<file path="config.mk">
export PLATFORM = sky130hd
export DESIGN_NAME = mem_arbiter
export DESIGN_NICKNAME = d
export VERILOG_FILES = /design/src/rtl/mem_arbiter.sv
export SDC_FILE = /design/constraint.sdc
export NUM_CORES = 1
export LEC_CHECK = 0
export BUFFER_PORTS_ARGS = -buffer_cell sky130_fd_sc_hd__buf_2
export CORE_MARGIN = 1.5
export CORE_UTILIZATION = 21
export CTS_BUF_LIST = sky130_fd_sc_hd__clkbuf_8
export DETAILED_ROUTE_END_ITERATION = 8
export GPL_TIMING_DRIVEN = 0
export PLACE_DENSITY = 0.77
export SLEW_MARGIN = 20
export SYNTH_ARGS = -nofsm -noshare
export SYNTH_HDL_FRONTEND = slang
export SYNTH_SLANG_ARGS = --single-unit
</file>
<file path="constraint.sdc">
create_clock -name clk -period 1.1 [get_ports clk]
set_input_delay 0.22 -clock clk [delete_from_list [all_inputs] [get_ports clk]]
set_output_delay 0.22 -clock clk [all_outputs]
set_load 0.01 [all_outputs]
</file>
<file path="src/rtl/mem_arbiter.sv">
// mem_arbiter: shares one 16-bit memory port among NUM_MASTERS masters.
// Ports: clk, reset; m_* per-master buses; s_* shared port; grant, busy.
module mem_arbiter #(
  parameter int NUM_MASTERS = 2,
  parameter int ADDR_WIDTH  = 19,
  parameter bit ROUND_ROBIN = 1'b0
) (
  input  logic                            clk,
  input  logic                            reset,
  input  logic [NUM_MASTERS*ADDR_WIDTH-1:0] m_addr,
  input  logic [NUM_MASTERS*16-1:0]       m_data_out,
  input  logic [NUM_MASTERS-1:0]          m_wr_en,
  input  logic [NUM_MASTERS*2-1:0]        m_bytesel,
  input  logic [NUM_MASTERS-1:0]          m_access,
  output logic [NUM_MASTERS-1:0]          m_ack,
  output logic [15:0]                     m_data_in,
  output logic [ADDR_WIDTH:1]             s_addr,
  output logic [15:0]                     s_data_out,
  output logic                            s_wr_en,
  output logic [1:0]                      s_bytesel,
  output logic                            s_access,
  input  logic [15:0]                     s_data_in,
  input  logic                            s_ack,
  output logic [2:0]                      grant,
  output logic                            busy
);

  typedef enum logic {IDLE, OWNED} state_e;

  state_e     state_q;
  logic [2:0] grant_q;
  logic [2:0] last_q;
  logic [2:0] win_d;
  logic       owned;
  logic       wr_sel;
  logic [1:0] bsel_sel;

  assign owned     = (state_q == OWNED);
  assign busy      = owned;
  assign grant     = grant_q;
  assign s_access  = owned;
  assign m_data_in = s_data_in;

  // Walk the search order backwards so the
  // first requester in that order is the
  // last assignment and therefore wins.
  always_comb begin : arb
    int idx;
    win_d = grant_q;
    idx   = 0;
    for (int k = NUM_MASTERS - 1; k >= 0; k--) begin
      if (ROUND_ROBIN)
        idx = (int'(last_q) + 1 + k) % NUM_MASTERS;
      else
        idx = k;
      if (m_access[idx])
        win_d = 3'(idx);
    end
  end

  // Address and data follow grant even when
  // idle, so they keep the last owner's values.
  always_comb begin : mux
    s_addr     = m_addr[ADDR_WIDTH-1:0];
    s_data_out = m_data_out[15:0];
    wr_sel     = m_wr_en[0];
    bsel_sel   = m_bytesel[1:0];
    for (int i = 0; i < NUM_MASTERS; i++) begin
      if (grant_q == 3'(i)) begin
        s_addr     = m_addr[i*ADDR_WIDTH +: ADDR_WIDTH];
        s_data_out = m_data_out[i*16 +: 16];
        wr_sel     = m_wr_en[i];
        bsel_sel   = m_bytesel[i*2 +: 2];
      end
    end
  end

  assign s_wr_en   = owned & wr_sel;
  assign s_bytesel = owned ? bsel_sel : 2'b00;

  // Reset kills the ack pulse in the same
  // cycle so an abandoned transfer never acks.
  always_comb begin : ack
    m_ack = '0;
    for (int i = 0; i < NUM_MASTERS; i++)
      m_ack[i] = owned & s_ack & ~reset
               & (grant_q == 3'(i));
  end

  always_ff @(posedge clk) begin
    if (reset) begin
      state_q <= IDLE;
      grant_q <= '0;
      last_q  <= 3'(NUM_MASTERS - 1);
    end else begin
      unique case (state_q)
        IDLE: begin
          if (|m_access) begin
            state_q <= OWNED;
            grant_q <= win_d;
            last_q  <= win_d;
          end
        end
        OWNED: begin
          if (s_ack)
            state_q <= IDLE;
        end
        default: state_q <= IDLE;
      endcase
    end
  end

endmodule
</file>
After elaboration in Yosys (flattened, before gate mapping)
Cells that the tools add are included.
- reduce and logical (&&, ||, !) cells: 4
- bitwise gates (word level): 7
- equality and inequality tests: 1
- multiplexer cells: 10
- operators with widths (kind ; number):
    $mux 19 ; 1
    $mux 16 ; 1
    $mux 3 ; 2
    $and 1x1->1 ; 5
    $mux 2 ; 2
    $eq 3x1->1 const B ; 1
    $logic_not 3->1 ; 1
    $mux 1 ; 3
    $reduce_and 3->1 ; 1
    $not 1->1 ; 2
    $pmux 1 s2 ; 1
    $reduce_bool 2->1 ; 1
    $reduce_or 2->1 ; 1
- logic and storage cells: 24
- output and inout port bits: 61
- flip-flop bits (word level): 4
- input bits: 97

Logic depth before layout (Yosys ltp)
Gate-level depths: netlist of run 1.
- depth in word-level cells: 3
- depth in mapped cells: 3
- gate-level depth less buffers: 2

Least setup slack after synthesis of run 1
OpenSTA, ideal clock, no wires.
- path type: reg2out
- start point: register grant_q[0], in the netlist grant[0]
- end point: output s_data_out[10]
- path slack: -0.102 ns
- arrival: 0.982 ns
- cell stages (with the launch flop): 3
- data required time: 0.880 ns
- path buffers: 1
- cells stage by stage: dfxtp_1 -> buf_4 -> mux2_2
- longest elaborated chain between the ends: 2
- RTL lines (element ; line ; text):
    start, declared ; 31 ; logic [2:0] grant_q;
    start signal, assigned ; 100 ; grant_q <= win_d;
    $eq 3x1->1 ; 69 ; if (grant_q == 3'(i)) begin
    $mux 16 ; 69 ;
    end, declared ; 18 ; output logic [15:0] s_data_out,
Every way passes these cells.

Worst setup path in the final report of run 1
- start point: register grant_q[0], in the netlist grant[0]
- end point: output s_addr[1] (netlist bit)
- longest elaborated chain between the ends: 2
- RTL lines (element ; line ; text):
    $eq 3x1->1 ; 69 ;
    $mux 19 ; 69 ;
    end, declared ; 17 ; output logic [ADDR_WIDTH:1] s_addr,
Every way passes these cells.

==> results of run 1 <==
==> placed cells by master (no fill, tap or decap) <==
cell type / netlist / routed
a211oi_1: 1 / 1
buf_6: 0 / 9
buf_8: 0 / 1
clkbuf_8: 0 / 3
mux2_2: 35 / 27
inv_2: 1 / 1
buf_4: 23 / 20
nor2_1: 3 / 3
mux2_4: 0 / 8
nor3_1: 3 / 3
conb_1: 1 / 2
dfxtp_4: 0 / 1
inv_1: 1 / 2
mux2i_1: 3 / 3
a221oi_2: 1 / 1
nand2_1: 1 / 1
buf_2: 0 / 133
dfxtp_2: 0 / 1
nand2b_1: 1 / 1
==> logic make-up (layout without fill, tap and decap cells) <==
family / Yosys count / after routing / synth area share
mux: 38 / 38 / 0.600
compound gates: 2 / 2 / 0.0319
buf+inv: 25 / 169 / 0.255
flops: 2 / 2 / 0.0566
other cells: 1 / 2 / 0.00530
simple gates: 8 / 8 / 0.0513
==> power groups by stage <==
stage               sequential, mW  combinational, mW  clock, mW
floorplan                   0.0907              0.346          0
global placement            0.0915              0.645          0
detailed placement          0.0913              0.653          0
CTS                         0.0905              0.655      0.308
global route                0.0923              0.755      0.319
finish                      0.0907              0.703      0.303
==> metrics by stage <==
step           utilization  instances  instance area, sq um
2_1_floorplan            -         77                   729
3_3_place_gp         0.473        260                  1480
6_report             0.513        265                  1610
5_1_grt              0.513        265                  1610
4_1_cts              0.488        264                  1530
3_5_place_dp         0.473        260                  1480
==> sequential cells by signal, indices dropped and copies added, names as in the netlist <==
name,count
busy,1
grant,1
==> routing by layer <==
layer	GRT usage	wire (um)	up-vias
li1	-	-	538
met1	0.150	1130	464
met2	0.264	1490	90
met3	0.0315	409	0
met4	0.0311	0	0
met5	0	0	-
==> cells in the mapped netlist <==
cell type  count
conb_1         1
mux2i_1        3
nand2b_1       1
inv_1          1
mux2_2        35
nor2_1         3
dfxtp_1        2
nor3_1         3
inv_2          1
a221oi_2       1
a211oi_1       1
buf_4         23
nand2_1        1
==> area by class of cell <==
cell class	count	area share
repair buffers	140	0.461
clock inverters	1	0.00234
well taps	44	0.0343
inverters	2	0.00468
plain buffers	23	0.119
clock buffers	3	0.0257
multi-input cells	50	0.324
flip-flops and latches	2	0.0281
==> path summary, 6_finish.rpt <==
path / start / endpoint / slack [ns] / cells past startpoint
setup / recovery: grant[0] / s_addr[1] / -0.37 / 3
hold / removal: s_ack / busy / 0.20 / 2
hold reg to reg: busy / busy / 0.49 / 1
setup reg to reg: grant[0] / grant[0] / 0.18 / 3
==> repair_timing <==
| action | CTS | global route |
|---|---|---|
| buffers inserted | 0 | 1 |
| endpoints found under the setup margin | 40 | 41 |
| resized for setup | 0 | 16 |
==> run summary, run 1 <==
In this run the cell area of the synthesized design comes to 707 sq um. The number of sinks on the clock net came out at 2. The effective utilization at floorplan is 0.226.

The worst path arrival time is 1.25 ns. The die outline height is 61.0 um. The fraction of layout instances using a drive strength above 1 came out at 0.928. For this design, the slowest cell found on the critical path is dfxtp_4. The row count is 20. The data required time at the worst endpoint is 0.88 ns.

Counting I/O delays and the setup requirement, the final critical path takes 1.47 ns. The fraction of power spent switching nets came out at 0.325. The checks that failed: negative setup slack. During placement, the flow inserted port buffers numbering 139. After synthesis, the cell types taking the most area are mux2_2 (56%), buf_4 (24%), dfxtp_1 (5.7%), mux2i_1 (4.2%), nor3_1 (2.1%). The floorplan step defined a die boundary enclosing 3720 sq um.

The number of detailed-route iterations in the first pass is 3. The combinational share of power is 0.641. The quantity of hold-fixing buffers added after cts is 0. The ratio of total power to cell area is 683 nW/um^2. In this run the worst path has a maximum fanout of 10. In the routed design, unresolved DRC markers number 0.

For this run, the slowest stage of the critical path takes 0.39 ns. The global-route congestion overflow total is 0. The number of pins exceeding their max-slew limit in the final report is 0.

The maximum count of clock buffers along a single path is 2. The clock share of power is 0.276. The routed layout has 1092 vias. The number of global-route vias before repair came out at 922. The area of combinational cells with multiple inputs came out at 520 sq um. The sum of net half-perimeters after detailed placement is 2.67 mm. Setup repair after global routing could not meet its margin everywhere. The initial antenna violation count came out at 0. The internal power consumption is 0.740 mW.

The total CTS buffers came out at 3. The share of the cycle needed by the critical path after routing came out at 1.34. The instance count of the mapped netlist is 76. The register area share after synthesis came out at 0.0566. The die is 61.0 um wide.

The worst setup margin is -0.372 ns. OpenSTA, run right after detailed placement, puts the worst setup slack at -0.151 ns. Walking the worst path, the cells encountered are buf_6, mux2_2, buf_2. STA classifies the critical path endpoint as an output pin. The run finished, with violations left. The overall routing resource usage is 0.137. The average wire length per cell after detail routing came out at 11.4 um.

The top-level I/O count came out at 158. Synthesis inferred 2 register bits. The sequential group share of total power came out at 0.083. The critical path startpoint category is a flip-flop. The net load switching power came out at 0.356 mW. The cell family contributing the most delay on the critical path is flip-flops. The congestion estimate from routability-driven global placement came to 0.742. The filler cell count came out at 301. The setup TNS after final layout is -13.26 ns.

The total number of nets in the final design came out at 319. The first global-routing pass estimated 3.86 mm of wire. The overall power of the completed layout came out at 1.10 mW.

The layout overhead on the synthesized area is 127%. The clock-pin slew on the worst setup and hold paths is 0.03 ns. The number of hold-slack violations in the final timing report came out at 0.

The clock root buffer is clkbuf_8. The number of antenna diodes in the final layout is 0. The synthesized design spends more area on one cell type than any other, namely mux2_2. The worst min-delay path class is in -> reg. In the final layout, flip-flops and latches occupy 45.0 sq um. The vias per cell is 4.12. The count of distinct cell types in the synthesized netlist is 13. The count of warnings emitted by yosys came out at 0. The iteration-0 DRC count of the detailed router is 20.

The number of setup violations in the final report came out at 40. The buffers plus inverters on the worst setup path is 2. For the worst-skew pair, the clock arrives at the later sink with an insertion delay of 0.21 ns. The count of nets left with antenna violations once routing finished came out at 0. The mean post-synth cell area came out at 9.30 sq um. TritonCTS built the clock tree. The worst-case clock skew is 0.00366 ns. The core area came out at 3130 sq um. The worst hold margin is 0.199 ns. The leakage component of the power is 0.928 nW. The total detailed-routing wirelength is 3.03 mm. The maximum operating frequency is 0.679 GHz.

IR analysis of the VDD net gives a maximum drop of 0.634 mV. The max-cap check violation count is 0. The depth of the CTS H-tree is 1. The share of Yosys cell area claimed by the top area cell type came out at 0.558. The maximum number of pins on one net before global-route repair is 11.

The worst setup path is of the reg -> out kind.
Power figures use the tool's default switching activity.
==> run 2, diff against run 1 <==
CORE_AREA = 2 2 62 64   (was default)
CORE_MARGIN = default   (was 1.5)
CORE_UTILIZATION = default   (was 21)
DIE_AREA = 0 0 64 66   (was default)
PLACE_DENSITY = 0.74   (was 0.77)
==> run 2 against run 1 <==
  * The run still ends with negative setup slack left
  * Largest power group unchanged
  * Critical path depth unchanged
  * Worst setup slack better by 0.021 ns
  * Critical path type unchanged
  * Design area down 1.1%
  * Clock skew up 0.0033 ns
  * Register-to-register slack better by 0.03 ns
  * Sequential power down 0.7%
  * Sequential share of layout area about the same
  * Global-route usage down 3.8 points
==> run summary, run 2 (synthesized netlist as in run 1, its figures left out) <==
Status: finished, violations left (unchanged). Violated checks: negative setup slack (unchanged). The fraction of layout instances using a drive strength above 1 came to 0.932 (was 0.928). The worst setup margin is -0.352 ns (was -0.372 ns).

The clock root buffer is clkbuf_8 (unchanged). The clock tree from TritonCTS is built (unchanged). The global-route congestion overflow total is 0 (unchanged). The largest fanout on the critical path is 10 (unchanged). The number of logic stages on the critical path including buffering came to 3 (unchanged).

The layout overhead on the synthesized area is 125% (was 127%). The highest-utilization routing layer at the global route stage is met2 (unchanged). The data required time at the worst endpoint is 0.88 ns (about the same). The setup TNS after final layout is -12.76 ns (was -13.26 ns). The post-route antenna net violation count is 0 (unchanged).

The worst slack at placement is -0.134 ns (was -0.151 ns). The met1 track utilization from global routing came out at 0.109 (was 0.150). The worst min-delay path class is in -> reg (unchanged). The number of setup violations in the final report is 40 (unchanged).

The largest incremental delay on the critical path is 0.38 ns (was 0.39 ns). Critical Path, Cell by Cell: buf_6, mux2_2, buf_2 (unchanged). The overall die area came to 4220 sq um (was 3720 sq um). The largest voltage drop on the vdd net came to 0.389 mV (was 0.634 mV). The core area is 3550 sq um (was 3130 sq um). The maximum count of clock buffers along a single path is 2 (unchanged).

The placement-stage cell area is 1490 sq um (was 1480 sq um). The startpoint of the tightest hold check path is s_ack (unchanged). The ratio of total power to cell area came out at 668 nW/um^2 (was 683 nW/um^2). The max-cap check violation count is 0 (unchanged). The initial antenna violation count is 0 (unchanged). The depth of the CTS H-tree was 1 (unchanged). The startpoint of the most critical setup path is grant[0] (unchanged). The total number of vias is 1065 (was 1092). The kind of critical path is reg -> out (unchanged). The kind of cell adding the most delay to the critical path was flip-flops (unchanged).

The number of pins exceeding their max-slew limit in the final report is 0 (unchanged). The effective utilization at floorplan came out at 0.199 (was 0.226). The final critical path time including I/O delays and setup came out at 1.45 ns (was 1.47 ns). The maximum number of pins on one net before global-route repair is 11 (unchanged). The total number of nets in the final design came to 318 (was 319).

The beginning of the worst register-to-register path is grant[0] (unchanged). The share of the cycle needed by the critical path after routing came out at 1.32 (was 1.34). The latest clock arrival within the worst-skew pair was 0.21 ns (about the same). The number of buffers added for setup after CTS is 0 (unchanged). The number of hold-slack violations in the final timing report came out at 0 (unchanged).

The element type at the critical path end is an output pin (unchanged). The vias per cell came out at 3.97 (was 4.12). The buffers plus inverters on the worst setup path is 2 (unchanged). The horizontal extent of the die came out at 64 um (was 61.0 um). The number of sinks on the clock net came to 2 (unchanged). The top-level I/O count was 158 (unchanged). The fraction of the core area covered by cells at the end of the flow is 0.447 (was 0.513). The worst path arrival time is 1.23 ns (was 1.25 ns). The routability congestion estimate is 0.735 (was 0.742). The leakage component of the power came out at 0.911 nW (was 0.928 nW). The critical path startpoint category is a flip-flop (unchanged). The detailed-route DRC error count was 0 (unchanged). The global routing met3 resource utilization is 0.0290 (was 0.0315). Commonest cells after routing, fill and taps aside: buf_2 (135), mux2_2 (30), buf_4 (19), buf_6 (6), mux2_4 (5) (was buf_2 (133), mux2_2 (27), buf_4 (20), buf_6 (9), mux2_4 (8)). The row count is 22 (was 20). The number of buffer cells added on primary ports is 139 (unchanged). The number of antenna cells inserted is 0 (unchanged). The die outline height is 66 um (was 61.0 um).

The overall routing resource usage came to 0.0994 (was 0.137). The total detailed-routing wirelength came out at 2.68 mm (was 3.03 mm). The number of detailed-route iterations in the first pass is 2 (was 3).

The clock-pin slew on the worst setup and hold paths is 0.03 ns (about the same). The worst-case clock skew is 0.00697 ns (was 0.00366 ns). The maximum operating frequency came out at 0.689 GHz (was 0.679 GHz). The met2 capacity usage during global routing is 0.182 (was 0.264).

The number of cells traversed by the worst register-to-register path came out at 3 (unchanged). The average wire length per cell after detail routing was 10.0 um (was 11.4 um). The cell with the largest stage delay on the worst path was dfxtp_4 (unchanged).

The iteration-0 DRC count of the detailed router came out at 12 (was 20). The final instance count without filler cells was 268 (was 265). The sum of net half-perimeters after detailed placement is 2.32 mm (was 2.67 mm). The register-to-register setup slack came out at 0.21 ns (was 0.18 ns). The number of placed instances with taps included came out at 264 (was 260). The leading cell type in the layout, fill and taps excluded is buf_2 (unchanged). The capturing instance or port of the critical path was s_addr[16] (was s_addr[1]). The global-route wire length before repair is 3.48 mm (was 3.86 mm). The total CTS buffers came out at 3 (unchanged). The area of all placed cells without fillers is 1590 sq um (was 1610 sq um).

The capturing point of the worst reg2reg path was grant[0] (unchanged). The number of global-route vias before repair was 828 (was 922). RSZ-0062 raised after global routing: yes (unchanged).
run 2: how the worst min path moves through the flow:
stage	to	depth (start not counted)
3_5_place_dp	grant[0]	2
2_1_floorplan	grant[0]	1
4_1_cts	grant[0]	2
3_3_place_gp	busy	2
6_report	busy	2
5_1_grt	busy	2
run 2: metrics by stage:
stage	power, mW	hold WS (ns)
finish	1.06	0.207
global route	1.14	0.222
CTS	1.04	0.200
detailed placement	0.735	0.425
global placement	0.725	0.421
floorplan	0.436	0.277
run 2: timing repair:
item | CTS | global route
endpoints found under the setup margin | 41 | 40
hold buffers | 0 | 0
gates resized for setup | 1 | 12
endpoints found under the hold margin | 0 | 0
run 2: metal layers:
layer	vias up	wire length, um
met5	-	0
met1	448	924
li1	536	-
met4	0	14
met2	79	1370
met3	2	377
run 2: cell type report:
class / instances / area, sq um
plain buffers: 23 / 195
clock buffers: 3 / 41.3
clock inverters: 1 / 3.75
fillers: 376 / 1960
inverters: 2 / 7.51
multi-input cells: 50 / 514
flip-flops and latches: 2 / 45.0
well taps: 48 / 60.1
repair buffers: 139 / 721
run 2: where the power goes:
part	internal [mW]	leakage, nW	switching, mW	total (mW)
Sequential	0.0792	0.0175	0.0109	0.0901
Clock	0.236	0.0269	0.0603	0.297
Combinational	0.410	0.867	0.264	0.675
==> run 3, diff against run 2 <==
--- a/config.mk
+++ b/config.mk
@@ -6,11 +6,12 @@
 export NUM_CORES = 1
 export LEC_CHECK = 0
+export ABC_AREA = 1
 export BUFFER_PORTS_ARGS = -buffer_cell sky130_fd_sc_hd__buf_2
-export CORE_AREA = 2 2 62 64
+export CORE_AREA = 2 2 61 63
 export CTS_BUF_LIST = sky130_fd_sc_hd__clkbuf_8
 export DETAILED_ROUTE_END_ITERATION = 8
-export DIE_AREA = 0 0 64 66
+export DIE_AREA = 0 0 63 65
 export GPL_TIMING_DRIVEN = 0
-export PLACE_DENSITY = 0.74
+export PLACE_DENSITY = 0.76
 export SLEW_MARGIN = 20
 export SYNTH_ARGS = -nofsm -noshare
==> constraint.sdc (replaced) <==
create_clock -name clk -period 1.1 [get_ports clk]
set_input_delay 0.22 -clock clk [delete_from_list [all_inputs] [get_ports clk]]
set_output_delay 0.22 -clock clk [all_outputs]
set_load 0.02 [all_outputs]
==> run 3 against run 2 <==
  * The flow still finishes with violations (negative setup slack)
  * Hold slack worse by 0.038 ns
  * Die area is 3.1% lower
  * Wire length is 27% higher
  * Design area is 18% higher
  * Combinational power is 64% higher
  * Critical path type unchanged
  * Critical endpoint is now s_addr[15]
  * Largest cell class unchanged
  * Largest power group unchanged
==> run summary, run 3 <==
The number of flops mapped to enable cells by yosys is 0 (unchanged). The internal power consumption is 0.850 mW (was 0.726 mW). The ratio of total power to cell area came out at 801 nW/um^2 (was 668 nW/um^2). The maximum operating frequency came out at 0.753 GHz (was 0.689 GHz). The dominant synthesized flop cell is dfxtp_1 (unchanged).

The maximum count of clock buffers along a single path came out at 2 (unchanged). The overall routing resource usage came out at 0.142 (was 0.0994). The register area share after synthesis is 0.0556 (was 0.0566).

The maximum number of pins on one net before global-route repair is 11 (unchanged). The number of buffer cells added on primary ports is 139 (unchanged). The global-route wire length before repair is 4.89 mm (was 3.48 mm). The clock root buffer is clkbuf_8 (unchanged). The critical path startpoint category is a flip-flop (unchanged). The detailed-route DRC error count is 0 (unchanged). Violated checks: negative setup slack (unchanged). The die outline height is 65 um (was 66 um). The sum of net half-perimeters after detailed placement came out at 2.45 mm (was 2.32 mm). The worst-case clock skew came out at 0.00419 ns (was 0.00697 ns). The number of cells traversed by the worst register-to-register path came out at 4 (was 3). The initial antenna violation count came out at 0 (unchanged). The count of warnings emitted by yosys came out at 0 (unchanged). The number of cells on the worst hold path came out at 2 (unchanged). The flip-flop and latch count after synthesis is 2 (unchanged). The kind of critical path is reg -> out (unchanged). RSZ-0062 raised after global routing: yes (unchanged). The row count came out at 22 (unchanged). The clock-pin slew on the worst setup and hold paths is 0.03 ns (about the same). The net load switching power came to 0.651 mW (was 0.336 mW). The share of Yosys cell area claimed by the top area cell type is 0.563 (was 0.558). The worst min-delay path class was in -> reg (unchanged). The clock share of power came out at 0.199 (was 0.279). The register-to-register setup slack was 0.16 ns (was 0.21 ns). The number of hold-slack violations in the final timing report was 0 (unchanged).

The global-route congestion overflow total was 0 (unchanged). The latest clock arrival within the worst-skew pair was 0.21 ns (about the same). The post-route antenna net violation count was 0 (unchanged).

The average wire length per cell after detail routing is 9.63 um (was 10.0 um). The number of pins exceeding their max-slew limit in the final report is 0 (unchanged). The layout overhead on the synthesized area came out at 160% (was 125%). The number of detailed-route iterations in the first pass came out at 4 (was 2). The startpoint of the tightest hold check path is reset (was s_ack). The cell area after synthesis came out at 721 sq um (was 707 sq um).

The total number of nets in the final design came out at 405 (was 318). The worst hold endpoint is busy (unchanged). The top cell type by total area after synthesis is nand2_1 (was mux2_2). The total detailed-routing wirelength is 3.42 mm (was 2.68 mm). The core area is 3500 sq um (was 3550 sq um). The number of global-route vias before repair is 1178 (was 828). The beginning of the worst register-to-register path is grant[0] (unchanged). The total CTS buffers came to 3 (unchanged). The final critical path time including I/O delays and setup is 1.33 ns (was 1.45 ns). The worst setup margin is -0.228 ns (was -0.352 ns).

The worst path arrival time came to 1.11 ns (was 1.23 ns). The iteration-0 DRC count of the detailed router is 24 (was 12). The total number of vias came to 1438 (was 1065). The depth of the CTS H-tree is 1 (unchanged).

Top cells by instance count after synthesis: nand2_1 (108), buf_4 (20), nor2_1 (8) (was mux2_2 (35), buf_4 (23), mux2i_1 (3), nor2_1 (3), nor3_1 (3)). Area contributors post-synth: nand2_1 (56%), buf_4 (21%), dfxtp_1 (5.6%), buf_2 (4.2%), nor2_1 (4.2%) (was mux2_2 (56%), buf_4 (24%), dfxtp_1 (5.7%), mux2i_1 (4.2%), nor3_1 (2.1%)). The top-level I/O count is 158 (unchanged).

The final instance count without filler cells came out at 355 (was 268). The count of distinct cell types in the synthesized netlist is 12 (was 13). The number of sinks on the clock net is 2 (unchanged). The most common cell in the synthesized netlist was nand2_1 (was mux2_2). The share of the cycle needed by the critical path after routing is 1.21 (was 1.32).

Commonest cells after routing, fill and taps aside: buf_2 (110), nand2_1 (88), buf_4 (39), nand2_2 (19), buf_6 (18) (was buf_2 (135), mux2_2 (30), buf_4 (19), buf_6 (6), mux2_4 (5)). The element type at the critical path end is an output pin (unchanged). The number of placed instances with taps included came out at 345 (was 264).

Status: finished, violations left (unchanged). The capturing point of the worst reg2reg path is grant[0] (unchanged). The mean post-synth cell area came out at 4.59 sq um (was 9.30 sq um). The clock tree from TritonCTS is built (unchanged).

The fraction of layout instances using a drive strength above 1 is 0.671 (was 0.932). The instance count of the mapped netlist is 157 (was 76). The largest voltage drop on the vdd net came out at 0.559 mV (was 0.389 mV).

The largest fanout on the critical path was 6 (was 10). The setup TNS after final layout is -7.70 ns (was -12.76 ns). The fraction of power spent switching nets is 0.434 (was 0.316). The fraction of synthesis flops using an asynchronous set or reset pin is 0 (unchanged).

The combinational share of power is 0.737 (was 0.636). The horizontal extent of the die came out at 63 um (was 64 um). The filler cell count was 357 (was 376). The max-cap check violation count is 0 (unchanged). The data required time at the worst endpoint is 0.88 ns (about the same). The leading cell type in the layout, fill and taps excluded is buf_2 (unchanged). The leakage component of the power is 1.20 nW (was 0.911 nW). The number of setup violations in the final report is 40 (unchanged).

The routability congestion estimate is 0.697 (was 0.735). The overall die area is 4100 sq um (was 4220 sq um). The sequential group share of total power is 0.064 (was 0.085). The number of antenna cells inserted came out at 0 (unchanged).

The vias per cell is 4.05 (was 3.97). The effective utilization at floorplan came out at 0.206 (was 0.199).
-- run 3: cell type report --
class | count | area, sq um | area share
repair buffers | 145 | 905 | 0.483
multi-input cells | 125 | 563 | 0.300
plain buffers | 27 | 236 | 0.126
well taps | 48 | 60.1 | 0.0320
flip-flops and latches | 2 | 47.5 | 0.0254
clock buffers | 3 | 41.3 | 0.0220
inverters | 4 | 17.5 | 0.00935
clock inverters | 1 | 3.75 | 0.00200
-- run 3: repair_timing --
action / CTS / global route
pin swaps: 4 / 7
resized for setup: 47 / 44
hold buffers: 0 / 0
gates cloned: 0 / 3
setup buffers: 3 / 0
endpoints found under the setup margin: 41 / 40
-- run 3: per-layer routing --
metal / global-route usage / routed length, um
met5: 0 / 0
met4: 0.0333 / 7
met3: 0.0313 / 311
met2: 0.274 / 1870
met1: 0.157 / 1230
-- run 3: through the flow --
stage	worst slack (ns)	utilization	power (mW)	area [sq um]	hold slack (ns)
finish	-0.228	0.536	1.50	1870	0.169
global route	-0.276	0.536	1.61	1870	0.180
CTS	-0.229	0.486	1.39	1700	0.165
detailed placement	-0.0674	0.428	0.967	1500	0.387
global placement	-0.0732	0.428	0.959	1500	0.385
floorplan	0.00921	-	0.619	742	0.282
-- run 3: worst max-delay path: stages (launching register included) --
cell and delay, ns:
dfxtp_4 0.36, buf_8 0.14, buf_8 0.12, nand2_1 0.07, nand2_1 0.07, buf_6 0.13
-- run 3: logic make-up (layout without fill, tap and decap cells) --
group / Yosys count / in the layout / share of synthesized area
AO/OA/AOI/OAI: 6 / 6 / 0.0417
other: 1 / 2 / 0.00520
flip-flops: 2 / 2 / 0.0556
buffers and inverters: 31 / 180 / 0.286
AND/OR/NAND/NOR: 117 / 117 / 0.611
-- run 3: power groups by stage --
| stage | Combinational [mW] | Sequential [mW] | Clock (mW) |
|---|---|---|---|
| global placement | 0.867 | 0.0923 | 0 |
| detailed placement | 0.874 | 0.0929 | 0 |
| CTS | 0.991 | 0.0924 | 0.309 |
| floorplan | 0.521 | 0.0977 | 0 |
| finish | 1.11 | 0.0956 | 0.299 |
| global route | 1.19 | 0.0979 | 0.322 |
-- run 3: worst max-delay path by stage --
stage,to,cells past startpoint,slack [ns],from
final,s_addr[15],5,-0.23,grant[0]
after global routing,s_addr[2],5,-0.28,grant[0]
after CTS,s_data_out[9],5,-0.23,grant[0]
after detailed placement,s_data_out[3],5,-0.07,grant[0]
after global placement,s_bytesel[1],5,-0.07,grant[0]
after floorplan,s_bytesel[0],3,0.009,grant[0]
